--- config.mk ---
export PLATFORM = sky130hd
export DESIGN_NAME = serial_adder_ctrl_flat
export DESIGN_NICKNAME = d
export VERILOG_FILES = /design/src/rtl/serial_adder_ctrl_if.sv /design/src/rtl/serial_adder_ctrl.sv /design/src/flat_wrapper.sv
export SDC_FILE = /design/constraint.sdc
export NUM_CORES = 1
export LEC_CHECK = 0
export BUFFER_PORTS_ARGS = -buffer_cell sky130_fd_sc_hd__buf_2
export CAP_MARGIN = 40
export CORE_MARGIN = 4
export CORE_UTILIZATION = 55
export DETAILED_ROUTE_END_ITERATION = 6
export PLACE_DENSITY = 0.78
export SKIP_LAST_GASP = 1
export SLEW_MARGIN = 25
export SYNTH_ARGS = -nofsm -noshare
export SYNTH_HDL_FRONTEND = slang
export SYNTH_SLANG_ARGS = --single-unit
--- constraint.sdc ---
create_clock -name clk -period 1.8 [get_ports clk]
set_input_delay 0.18 -clock clk [delete_from_list [all_inputs] [get_ports clk]]
set_output_delay 0.18 -clock clk [all_outputs]
set_load 0.02 [all_outputs]
--- src/rtl/serial_adder_ctrl_if.sv ---
`default_nettype none
// ============================================================================
// Module      : serial_adder_ctrl_if
// Description : Handshake and data bundle for the bit-serial adder.
//               master : requester (drives start/a/b/cin, observes results)
//               slave  : adder (observes request, drives busy/done/sum/cout/ovf)
// Signals     : start, a[WIDTH], b[WIDTH], cin   -> request side
//               busy, done, sum[WIDTH], cout, ovf -> result side
// Revision    : 1.0 - initial release
// ============================================================================
interface serial_adder_ctrl_if #(
    parameter int WIDTH = 8
);
    logic             start;
    logic [WIDTH-1:0] a;
    logic [WIDTH-1:0] b;
    logic             cin;
    logic             busy;
    logic             done;
    logic [WIDTH-1:0] sum;
    logic             cout;
    logic             ovf;

    modport master (
        output start, a, b, cin,
        input  busy, done, sum, cout, ovf
    );

    modport slave (
        input  start, a, b, cin,
        output busy, done, sum, cout, ovf
    );
endinterface : serial_adder_ctrl_if
`default_nettype wire

--- src/rtl/serial_adder_ctrl.sv ---
`default_nettype none
// ============================================================================
// Module      : serial_adder_ctrl
// Description : Bit-serial adder computing a+b+cin with a single reused
//               1-bit full adder, LSB first, one bit per clock.
//               A request is accepted in IDLE; WIDTH cycles of RUN follow,
//               then a one-cycle DONE with a done pulse. Results are
//               registered and only change at the completion edge.
// Ports       : clk   - clock, rising edge active
//               reset - synchronous active-high reset
//               bus   - serial_adder_ctrl_if.slave (start/a/b/cin in,
//                       busy/done/sum/cout/ovf out)
// Parameters  : WIDTH - operand/result width, 2..32
// Revision    : 1.0 - initial release
// ============================================================================
module serial_adder_ctrl #(
    parameter int WIDTH = 8
) (
    input  wire logic            clk,
    input  wire logic            reset,
    serial_adder_ctrl_if.slave   bus
);

    localparam int CW = $clog2(WIDTH) + 1;

    typedef enum logic [1:0] {
        S_IDLE = 2'd0,
        S_RUN  = 2'd1,
        S_DONE = 2'd2
    } state_t;

    state_t           state_q;
    logic [WIDTH-1:0] a_sh_q;
    logic [WIDTH-1:0] b_sh_q;
    logic [WIDTH-1:0] res_q;
    logic             carry_q;
    logic [CW-1:0]    cnt_q;
    logic             busy_q;
    logic             done_q;
    logic [WIDTH-1:0] sum_q;
    logic             cout_q;
    logic             ovf_q;

    // The single full adder shared by every bit position.
    logic             fa_sum_d;
    logic             fa_carry_d;
    logic [WIDTH-1:0] res_d;
    logic             last_bit_d;

    assign fa_sum_d   = a_sh_q[0] ^ b_sh_q[0] ^ carry_q;
    assign fa_carry_d = (a_sh_q[0] & b_sh_q[0]) |
                        (a_sh_q[0] & carry_q)   |
                        (b_sh_q[0] & carry_q);

    // New bit enters at the MSB; after WIDTH shifts bit 0 sits at the LSB.
    assign res_d      = {fa_sum_d, res_q[WIDTH-1:1]};
    assign last_bit_d = (cnt_q == CW'(WIDTH - 1));

    always_ff @(posedge clk) begin
        if (reset) begin
            state_q <= S_IDLE;
            a_sh_q  <= '0;
            b_sh_q  <= '0;
            res_q   <= '0;
            carry_q <= 1'b0;
            cnt_q   <= '0;
            busy_q  <= 1'b0;
            done_q  <= 1'b0;
            sum_q   <= '0;
            cout_q  <= 1'b0;
            ovf_q   <= 1'b0;
        end else begin
            case (state_q)
                S_IDLE: begin
                    done_q <= 1'b0;
                    if (bus.start) begin
                        a_sh_q  <= bus.a;
                        b_sh_q  <= bus.b;
                        carry_q <= bus.cin;
                        cnt_q   <= '0;
                        busy_q  <= 1'b1;
                        state_q <= S_RUN;
                    end
                end

                S_RUN: begin
                    a_sh_q  <= {1'b0, a_sh_q[WIDTH-1:1]};
                    b_sh_q  <= {1'b0, b_sh_q[WIDTH-1:1]};
                    res_q   <= res_d;
                    carry_q <= fa_carry_d;
                    cnt_q   <= cnt_q + 1'b1;
                    if (last_bit_d) begin
                        // carry_q here is the carry into the MSB.
                        sum_q   <= res_d;
                        cout_q  <= fa_carry_d;
                        ovf_q   <= carry_q ^ fa_carry_d;
                        done_q  <= 1'b1;
                        state_q <= S_DONE;
                    end
                end

                S_DONE: begin
                    done_q  <= 1'b0;
                    busy_q  <= 1'b0;
                    state_q <= S_IDLE;
                end

                default: begin
                    done_q  <= 1'b0;
                    busy_q  <= 1'b0;
                    state_q <= S_IDLE;
                end
            endcase
        end
    end

    assign bus.busy = busy_q;
    assign bus.done = done_q;
    assign bus.sum  = sum_q;
    assign bus.cout = cout_q;
    assign bus.ovf  = ovf_q;

endmodule : serial_adder_ctrl
`default_nettype wire
--- src/flat_wrapper.sv ---
// flat-port wrapper written by rule: the top's interface ports become plain ports
module serial_adder_ctrl_flat 
#(
    parameter int WIDTH = 8
)
  (clk, reset, bus_start, bus_a, bus_b, bus_cin, bus_busy, bus_done, bus_sum, bus_cout, bus_ovf);
  serial_adder_ctrl_if #(.WIDTH(WIDTH)) bus_i ();
  input  wire logic clk;
  input  wire logic reset;
  input wire logic [$bits(bus_i.start)-1:0] bus_start;
  input wire logic [$bits(bus_i.a)-1:0] bus_a;
  input wire logic [$bits(bus_i.b)-1:0] bus_b;
  input wire logic [$bits(bus_i.cin)-1:0] bus_cin;
  output wire logic [$bits(bus_i.busy)-1:0] bus_busy;
  output wire logic [$bits(bus_i.done)-1:0] bus_done;
  output wire logic [$bits(bus_i.sum)-1:0] bus_sum;
  output wire logic [$bits(bus_i.cout)-1:0] bus_cout;
  output wire logic [$bits(bus_i.ovf)-1:0] bus_ovf;
  assign bus_i.start = bus_start;
  assign bus_i.a = bus_a;
  assign bus_i.b = bus_b;
  assign bus_i.cin = bus_cin;
  assign bus_busy = bus_i.busy;
  assign bus_done = bus_i.done;
  assign bus_sum = bus_i.sum;
  assign bus_cout = bus_i.cout;
  assign bus_ovf = bus_i.ovf;
  serial_adder_ctrl #(.WIDTH(WIDTH)) u_core (.clk(clk), .reset(reset), .bus(bus_i));
endmodule
==> insert_results.sql <==
INSERT INTO impl_metrics (metric_group, metric, value, unit) VALUES
('hold_path', 'timing.hold.worst.start', 'bus_a[7]', ''),
('clock_network', 'htree_levels', '2', ''),
('routing', 'detail_route.first_pass.iterations', '4', ''),
('layout', 'final_cell_area', '2120', 'um2'),
('grt', 'grt_antenna_before_repair', '0', ''),
('die', 'start_util', '57.1', '%'),
('clock_network', 'clkLatencyLatePin', '0.35', 'ns'),
('logic_synthesis', 'synth_area_leaders', 'sky130_fd_sc_hd__dfxtp_1 44%, sky130_fd_sc_hd__a21oi_1 11%, sky130_fd_sc_hd__o221a_2 7.0%', ''),
('worst_setup_path', 'cp.required', '2.06', 'ns'),
('layout', 'area_delta_synth_final', '10.1', '%'),
('logic_synthesis', 'netlist.top_cell.by_area', 'sky130_fd_sc_hd__dfxtp_1', ''),
('layout', 'finalNonFillerCells', '306', ''),
('place', 'io_port_bufs', '31', ''),
('clock_network', 'clk_root_buffer_cell', 'sky130_fd_sc_hd__clkbuf_4', ''),
('die', 'floorplan.rows', '21', ''),
('logic_synthesis', 'synthesis.nets', '260', ''),
('clock_network', 'cts_setup_buffers', '0', ''),
('logic_synthesis', 'synth_cells', '238', ''),
('clock_network', 'max-clock-path-buffers', '2', ''),
('logic_synthesis', 'most_instantiated_library_cell_after_synthesis', 'sky130_fd_sc_hd__a21oi_1', ''),
('worst_setup_path', 'timing.critical_path.arrival', '1.79', 'ns'),
('worst_setup_path', 'worstReg2RegEnd', 'u_core.bus.ovf', ''),
('worst_setup_path', 'worst_r2r_startpoint', 'u_core.cnt_q[0]', ''),
('clock_network', 'cts-buffers-inserted', '5', ''),
('hold_path', 'hold_class', 'in -> reg', ''),
('sta', 'layout_worst_path_cycle_share', '84.8', '%'),
('die', 'core-area', '3360', 'um2'),
('worst_setup_path', 'reg2reg_depth', '4', ''),
('sta', 'finalMaxSlewViolations', '0', ''),
('die', 'floorplan.die_area', '4500', 'um2'),
('layout', 'layout-drive-gt1-share', '21.9', '%'),
('routing', 'routed-via-count', '1687', ''),
('sta', 'maxSlewHeadroom', '63.7', '%'),
('place', 'post_place_instance_area', '2060', 'um2'),
('clock_network', 'numClockSinks', '42', ''),
('clock_network', 'ctsHoldBuffers', '0', ''),
('die', 'dieHeight', '67.1', 'um'),
('place', 'post-dp-hpwl', '2630', 'um'),
('sta', 'grt_setup_unrepaired', 'false', ''),
('logic_synthesis', 'synthesis.area_per_instance', '8.07', 'um2'),
('grt', 'grt_overflow', '0', ''),
('power', 'worst_ir_drop_vdd', '0.484', 'mV'),
('hold_path', 'worstHoldPathCells', '3', ''),
('routing', 'number_of_violations_reported_at_the_end_of_detailed_routing_iteration_0', '145', ''),
('die', 'boundaryPins', '32', ''),
('clock_network', 'clock_tree_from_tritoncts', 'built', ''),
('worst_setup_path', 'path_max_fanout', '13', ''),
('power', 'power-per-cell-area', '800', 'nW/um2'),
('worst_setup_path', 'kind_of_start_point_of_the_critical_path', 'register', ''),
('routing', 'post_drt_wl_per_cell', '12.7', 'um'),
('layout', 'num_antenna_cells', '0', ''),
('routing', 'routed_wl', '3900', 'um'),
('grt', 'vias_in_the_first_global_route', '1519', ''),
('grt', 'wire_length_of_the_first_global_routing_pass', '6580', 'um'),
('logic_synthesis', 'synth_top_cell_area_share', '43.8', '%'),
('sta', 'setup-violations-final', '0', ''),
('logic_synthesis', 'count_of_cell_types_in_the_netlist', '30', ''),
('clock_network', 'path_clk_slew', '0.11', 'ns'),
('run', 'timing.max_cap.violations', '0', ''),
('grt', 'maximum_number_of_pins_on_one_net_before_global_route_repair', '35', ''),
('outcome', 'run_status', 'finished, final reports clean', ''),
('sta', 'timing_worst_slew_pin_value', '0.545', 'ns'),
('sta', 'fin_setup_tns', '0', 'ns'),
('logic_synthesis', 'most_used_flip_flop_cell_after_synthesis', 'sky130_fd_sc_hd__dfxtp_1', ''),
('worst_setup_path', 'r2r_slack', '0.27', 'ns'),
('clock_network', 'cts_repair_resize_count', '0', ''),
('worst_setup_path', 'setup.worst_path.class', 'reg -> reg', ''),
('routing', 'drt-vias-per-instance', '5.51', ''),
('logic_synthesis', 'number_of_register_bits_inferred_by_synthesis', '42', ''),
('layout', 'num-nets-final', '281', ''),
('logic_synthesis', 'synth_top_cells_by_count', '44 x sky130_fd_sc_hd__a21oi_1, 42 x sky130_fd_sc_hd__dfxtp_1, 31 x sky130_fd_sc_hd__nor2_1', '');
## report_power, final
part           leakage (nW)  internal (mW)  switching (mW)  total, mW
logic                 0.475         0.0934           0.116      0.209
clock network        0.0353          0.189           0.286      0.476
registers             0.344          0.971          0.0364       1.01
total                 0.853           1.25           0.439       1.69
## final cells by class
type | instances | area [um2]
fillers | 339 | 1250
multi-input cells | 161 | 916
flip-flops and latches | 42 | 841
repair buffers | 36 | 193
clock inverters | 1 | 5.00
inverters | 13 | 48.8
clock buffers | 7 | 55.1
well taps | 46 | 57.6
## worst max path at each step
stage | startpoint | end
after global placement | u_core.cnt_q[0] | u_core.state_q[0]
after global routing | u_core.cnt_q[0] | u_core.bus.ovf
after CTS | u_core.cnt_q[0] | u_core.bus.ovf
after floorplan | u_core.carry_q | u_core.bus.ovf
after detailed placement | u_core.cnt_q[0] | u_core.bus.ovf
final | u_core.cnt_q[0] | u_core.bus.ovf
## through the flow
step	worst slack, ns	total power, mW
3_5_place_dp	0.294	1.24
5_1_grt	0.151	1.78
6_report	0.274	1.69
2_1_floorplan	0.548	1.18
3_3_place_gp	0.372	1.23
4_1_cts	0.268	1.71
## cells by family after synthesis
| kind of cell | synth area share (%) |
|---|---|
| compound gates | 26.2 |
| xor+xnor | 0.456 |
| fa+ha+maj | 1.69 |
| buf+inv | 8.59 |
| flops | 43.8 |
| mux | 0.521 |
| simple gates | 18.8 |
## layer usage
metal	GRT usage (%)	share of wire [%]
met1	25.6	49
met2	28.8	45
met3	5.56	4.2
met4	6.33	1.3
met5	0	0
## registers in the layout, summed over array words and instances, names as in the netlist
| signal | flops |
|---|---|
| u_core.b_sh_q | 8 |
| u_core.cnt_q | 4 |
| u_core.res_q | 7 |
| u_core.bus.ovf | 1 |
| u_core.state_q | 2 |
| u_core.bus.cout | 1 |
| u_core.a_sh_q | 8 |
| u_core.bus.busy | 1 |
| u_core.bus.sum | 8 |
| u_core.bus.done | 1 |
| u_core.carry_q | 1 |
## critical path, stage by stage, from the launching register on
cell                       delay (ns)
sky130_fd_sc_hd__dfxtp_1         0.40
sky130_fd_sc_hd__ha_1            0.22
sky130_fd_sc_hd__and3b_1         0.46
sky130_fd_sc_hd__a21oi_1         0.13
sky130_fd_sc_hd__a311oi_1        0.24
## layout by cell type (no fill, tap or decap), types with 2 or more instances in the layout
master / Yosys / final
sky130_fd_sc_hd__a2111oi_0: 4 / 4
sky130_fd_sc_hd__a21oi_1: 44 / 44
sky130_fd_sc_hd__a31oi_1: 2 / 2
sky130_fd_sc_hd__buf_2: 12 / 31
sky130_fd_sc_hd__buf_4: 1 / 5
sky130_fd_sc_hd__clkbuf_4: 0 / 5
sky130_fd_sc_hd__dfxtp_1: 42 / 42
sky130_fd_sc_hd__inv_1: 13 / 13
sky130_fd_sc_hd__nand2_1: 18 / 18
sky130_fd_sc_hd__nand3_1: 11 / 11
sky130_fd_sc_hd__nand3b_1: 3 / 3
sky130_fd_sc_hd__nor2_1: 31 / 31
sky130_fd_sc_hd__nor2b_1: 7 / 7
sky130_fd_sc_hd__nor3_1: 3 / 3
sky130_fd_sc_hd__o21ai_0: 9 / 9
sky130_fd_sc_hd__o221a_2: 12 / 12
sky130_fd_sc_hd__o22ai_1: 5 / 5
Note: power is estimated with default switching activity, not from simulation.
